$ cat src/rtl/fp_mult_result_buffer.sv
// fp_mult_result_buffer: FIFO for multiplier products with sticky status flags and a saturating exception counter.
module fp_mult_result_buffer #(
  parameter int DEPTH = 4,
  parameter int EXC_W = 16
) (
  input  logic                     clk,
  input  logic                     rst,
  input  logic                     in_valid,
  output logic                     in_ready,
  input  logic [31:0]              z_in,
  input  logic [7:0]               status_in,
  output logic                     out_valid,
  input  logic                     out_ready,
  output logic [31:0]              z_out,
  output logic [7:0]               status_out,
  output logic [$clog2(DEPTH):0]   occupancy,
  output logic [7:0]               flag_accum,
  input  logic                     flag_clr,
  output logic [EXC_W-1:0]         exc_count
);
  localparam int AW = $clog2(DEPTH);
  localparam logic [AW-1:0]    ONE_P = 1;
  localparam logic [AW:0]      ONE_O = 1;
  localparam logic [AW:0]      FULL  = DEPTH;
  localparam logic [EXC_W-1:0] ONE_E = 1;
  logic [39:0]      mem_q [DEPTH];
  logic [AW-1:0]    wr_q, wr_d, rd_q, rd_d;
  logic [AW:0]      occ_q, occ_d;
  logic [7:0]       flag_q, flag_d;
  logic [EXC_W-1:0] exc_q, exc_d, exc_base;
  logic             push, pop;
  assign in_ready   = occ_q < FULL;
  assign out_valid  = occ_q != '0;
  assign push       = in_valid && in_ready;
  assign pop        = out_valid && out_ready;
  assign {status_out, z_out} = mem_q[rd_q];
  assign occupancy  = occ_q;
  assign flag_accum = flag_q;
  assign exc_count  = exc_q;
  always_comb begin
    wr_d     = push ? wr_q + ONE_P : wr_q;
    rd_d     = pop ? rd_q + ONE_P : rd_q;
    occ_d    = (push && !pop) ? occ_q + ONE_O : ((pop && !push) ? occ_q - ONE_O : occ_q);
    flag_d   = (flag_clr ? 8'h00 : flag_q) | (push ? status_in : 8'h00);
    exc_base = flag_clr ? '0 : exc_q;
    exc_d    = (push && status_in != 8'h00 && exc_base != '1) ? exc_base + ONE_E : exc_base;
  end
  always_ff @(posedge clk) begin
    if (rst) begin
      wr_q   <= '0;
      rd_q   <= '0;
      occ_q  <= '0;
      flag_q <= '0;
      exc_q  <= '0;
    end else begin
      wr_q   <= wr_d;
      rd_q   <= rd_d;
      occ_q  <= occ_d;
      flag_q <= flag_d;
      exc_q  <= exc_d;
    end
  end
  // Storage needs no reset: entries are only visible while out_valid is high.
  always_ff @(posedge clk) begin
    if (push) mem_q[wr_q] <= {status_in, z_in};
  end
endmodule

$ cat config.mk
export PLATFORM = sky130hd
export DESIGN_NAME = fp_mult_result_buffer
export DESIGN_NICKNAME = d
export VERILOG_FILES = /design/src/rtl/fp_mult_result_buffer.sv
export SDC_FILE = /design/constraint.sdc
export NUM_CORES = 1
export LEC_CHECK = 0
export ABC_AREA = 1
export CAP_MARGIN = 25
export CORE_MARGIN = 3
export CORE_UTILIZATION = 30
export CTS_CLUSTER_DIAMETER = 50
export DETAILED_ROUTE_END_ITERATION = 7
export GPL_TIMING_DRIVEN = 0
export PLACE_DENSITY = 0.6
export SYNTH_ARGS = -nofsm -noshare
export SYNTH_HDL_FRONTEND = slang
export SYNTH_SLANG_ARGS = --single-unit
$ cat constraint.sdc
create_clock -name clk -period 3 [get_ports clk]
set_input_delay 0.9 -clock clk [delete_from_list [all_inputs] [get_ports clk]]
set_output_delay 0.9 -clock clk [all_outputs]
set_load 0.01 [all_outputs]
==> metrics.md <==
| Metric | Value |
|---|---|
| Hold/Removal Path Class | `reg -> reg` |
| Chip width | `168 microns` |
| Clock root buffer | `clkbuf_16` |
| First-pass GRT wire length | `30000 microns` |
| CTS H-tree lvls | `4` |
| Number of synthesized flops with an enable pin | `160` |
| Leakage power total | `3.64 nW` |
| Crit start category | `flip-flop` |
| Dpl cell area | `9490 sq um` |
| Post-CTS Hold Fix Bufs | `0` |
| Initial antenna violation count | `0` |
| Die Y | `168 microns` |
| Max Freq | `343 MHz` |
| Post-CTS setup buffer count | `0` |
| Synth area leaders | `edfxtp_1 61%, dfxtp_1 8.4%, o21ai_0 5.6%` |
| Worst path required time | `2100 ps` |
| Grt total ovfl | `0` |
| Gr usage total | `13.7%` |
| Synth top area share | `61.2%` |
| Post-synthesis simple-gate area fraction | `13.8%` |
| CTS tree | `done` |
| Worst-Skew Late Latency | `440 ps` |
| Num ports | `114` |
| Mean number of vias per cell | `4.74` |
| Mux cell area share after synthesis | `0%` |
| CP Data Arrival Time | `2020 ps` |
| Final #Nets | `863` |
| XOR/XNOR share of the synthesized area | `0.446%` |
| Crit Path Max Fanout | `10` |
| Final ANT Viol Nets | `0` |
| Largest net degree at the start of global routing | `26` |
| Fin area | `10200 sq um` |
| Drt first pass iters | `4` |
| Post-layout worst setup margin | `83.2 ps` |
| Detailed placer's ending HPWL | `12400 microns` |
| Register area share after synthesis | `69.6%` |
| Clock buffer count from CTS | `17` |
| Core area | `25500 sq um` |
| Max-cap violation count | `0` |
| ANT cells | `0` |
| Slew Limit Headroom | `48.4%` |
| Post-layout utilization of the core | `40.2%` |
| Syn_nets | `730` |
| Layout cells sized above 1 | `12.5%` |
| 1st-iter DRT viols | `393` |
| Max incr delay on CP | `580 ps` |
| Vias in the first global route | `5335` |
| CTS max path bufs | `2` |
| Mapped cell area | `7850 sq um` |
| Port Buf Inserts | `111` |
| Sink Count | `193` |
| Post-synthesis compound-gate area fraction | `10.8%` |
| P&R area growth vs syn | `30.5%` |
| Status | `complete, no violations` |
| Max Clock Skew | `13.6 ps` |
| Pins over their slew limit | `0` |
| Syn. warnings | `0` |
| Drt drc | `0` |
| Async S/R FF share, synth | `0%` |
| Vias post-DR | `5470` |
| Post-place setup slack | `-375 ps` |
| Post-synth top flop | `edfxtp_1` |
| Critical path, cell by cell | `clkbuf_2, o21ai_0, o22ai_1, clkdlybuf4s50_1` |
| Die Footprint | `28100 sq um` |
| Power density over cell area | `755 nW/um^2` |
| Largest family of logic cells by synthesized area | `simple AND/OR/NAND/NOR gates` |
| VDD IR max | `0.377 mV` |
| CP bufs+invs | `2` |
| Reg2Reg Launch Point | `occupancy[2]$_SDFFE_PP0P_` |
| Cell family with most CP delay | `buffers and inverters` |
| Setup CP Type | `reg -> out` |
| Num rows | `58` |
| Initial Util | `30.8%` |
| Synth unique cells | `32` |
| RSZ-0062 raised after global routing | `no` |
| Most frequent cell after synthesis | `edfxtp_1` |
| CP max stage cell | `clkdlybuf4s50_1` |
| Worst-Margin Slew | `773 ps` |
| WL final | `19300 microns` |
| DR WL/cell | `16.8 microns` |
| Post-synth top cells | `160 x edfxtp_1, 117 x nor2_1, 88 x o21ai_0` |
| Final hold viol count | `0` |
| Final setup fails | `0` |
| Post-layout minimum cycle time | `2920 ps` |
| Post-Syn Area per Cell | `11.6 sq um` |
| Mapped Cells | `678` |
| Seq cells post-synth | `193` |
| Final GP Congestion | `0.844` |
| Final period util | `97.2%` |
| Synth Area in Adders | `1.21%` |
| CTS clk-pin slew, worst paths | `80 ps` |
| Synth area leader | `edfxtp_1` |
| Hold Crit Start | `flag_accum[1]$_SDFF_PP0_` |
| Crit. End Element | `primary output` |
-- path summary, 6_finish.rpt --
check                                            endpoint  slack, ps  cells after the start
worst min-delay path             flag_accum[1]$_SDFF_PP0_        470                      2
worst min register to register   flag_accum[1]$_SDFF_PP0_        470                      2
worst max register to register  occupancy[2]$_SDFFE_PP0P_        750                     11
worst max-delay path                            z_out[24]         80                      4
-- layer usage --
| layer | routed length [microns] | up-vias | global-route usage (%) | share of wire [%] |
|---|---|---|---|---|
| li1 | - | 2666 | - | - |
| met1 | 8990 | 2655 | 19.1 | 47 |
| met2 | 9290 | 140 | 22.1 | 48 |
| met3 | 922 | 9 | 3.40 | 4.8 |
| met4 | 133 | 0 | 2.56 | 0.69 |
| met5 | 0 | - | 0 | 0 |
-- timing repair --
| item | CTS | global route |
|---|---|---|
| pin swaps | 1 | 0 |
| endpoints found under the setup margin | 40 | 35 |
| gates resized for setup | 51 | 28 |
-- kinds of logic (layout without fill, tap and decap cells) --
kind of cell               after synthesis  after routing
buffers and inverters                   75            221
adders and majority gates                7              7
DFF                                    193            193
AOI/OAI and AO/OA                      158            158
xor gates and xnor gates                 4              4
and+or+nand+nor                        241            241
-- worst reg2reg max path, cell delays in order (launching register included) --
cell     delay, ps
dfxtp_1        310
inv_1          130
nand2_2        210
inv_1          140
buf_2          250
ha_1           190
inv_1           70
fa_1           370
a21oi_1        140
o21ai_0        110
o21ai_0        160
a21oi_1         50
-- report_power, final --
part           leakage (nW)  switching (W)  internal [W]
clock                 0.312        0.00116       0.00124
combinational          1.59        0.00116      0.000884
sequential             1.73      0.0000941       0.00319
-- registers in the layout, indices dropped and copies added (netlist names), named ones only --
signal and cells:
wr_q 2, exc_count 16, occupancy 3, rd_q 2, flag_accum 8, mem_q 160
-- placed cells by master, fill, tap and decap left out, types with 5 or more instances in the layout --
cell type	netlist	routed
a21oi_1	29	29
buf_2	2	6
clkbuf_16	0	17
clkbuf_4	0	15
clkdlybuf4s50_1	0	94
dfxtp_1	33	31
dlygate4sd2_1	0	6
dlymetal6s2s_1	0	11
edfxtp_1	160	160
ha_1	6	6
inv_1	37	36
nand2_1	74	73
nand3_1	19	19
nand4_1	5	5
nor2_1	117	113
nor2_2	6	6
nor2_4	6	10
o21ai_0	88	86
o22ai_1	40	40
-- layout make-up --
type,count,area [sq um]
Clock buffer,17,425
Multi-Input combinational cell,410,2090
Sequential cell,193,5470
Clock inverter,15,220
Fill cell,2442,15200
Buffer,33,243
Inverter,41,161
Tap cell,330,413
Timing Repair Buffer,115,1220
-- per-stage QoR --
stage,std cells,total power [W],hold slack [ps],TNS (ps)
finish,1154,0.00773,468,0
global route,1154,0.00816,504,0
CTS,1154,0.00786,471,0
detailed placement,1123,0.00541,459,-11100
global placement,1119,0.00535,455,-348230
floorplan,678,0.00429,436,-31070
(Power assumes the default switching activity.)
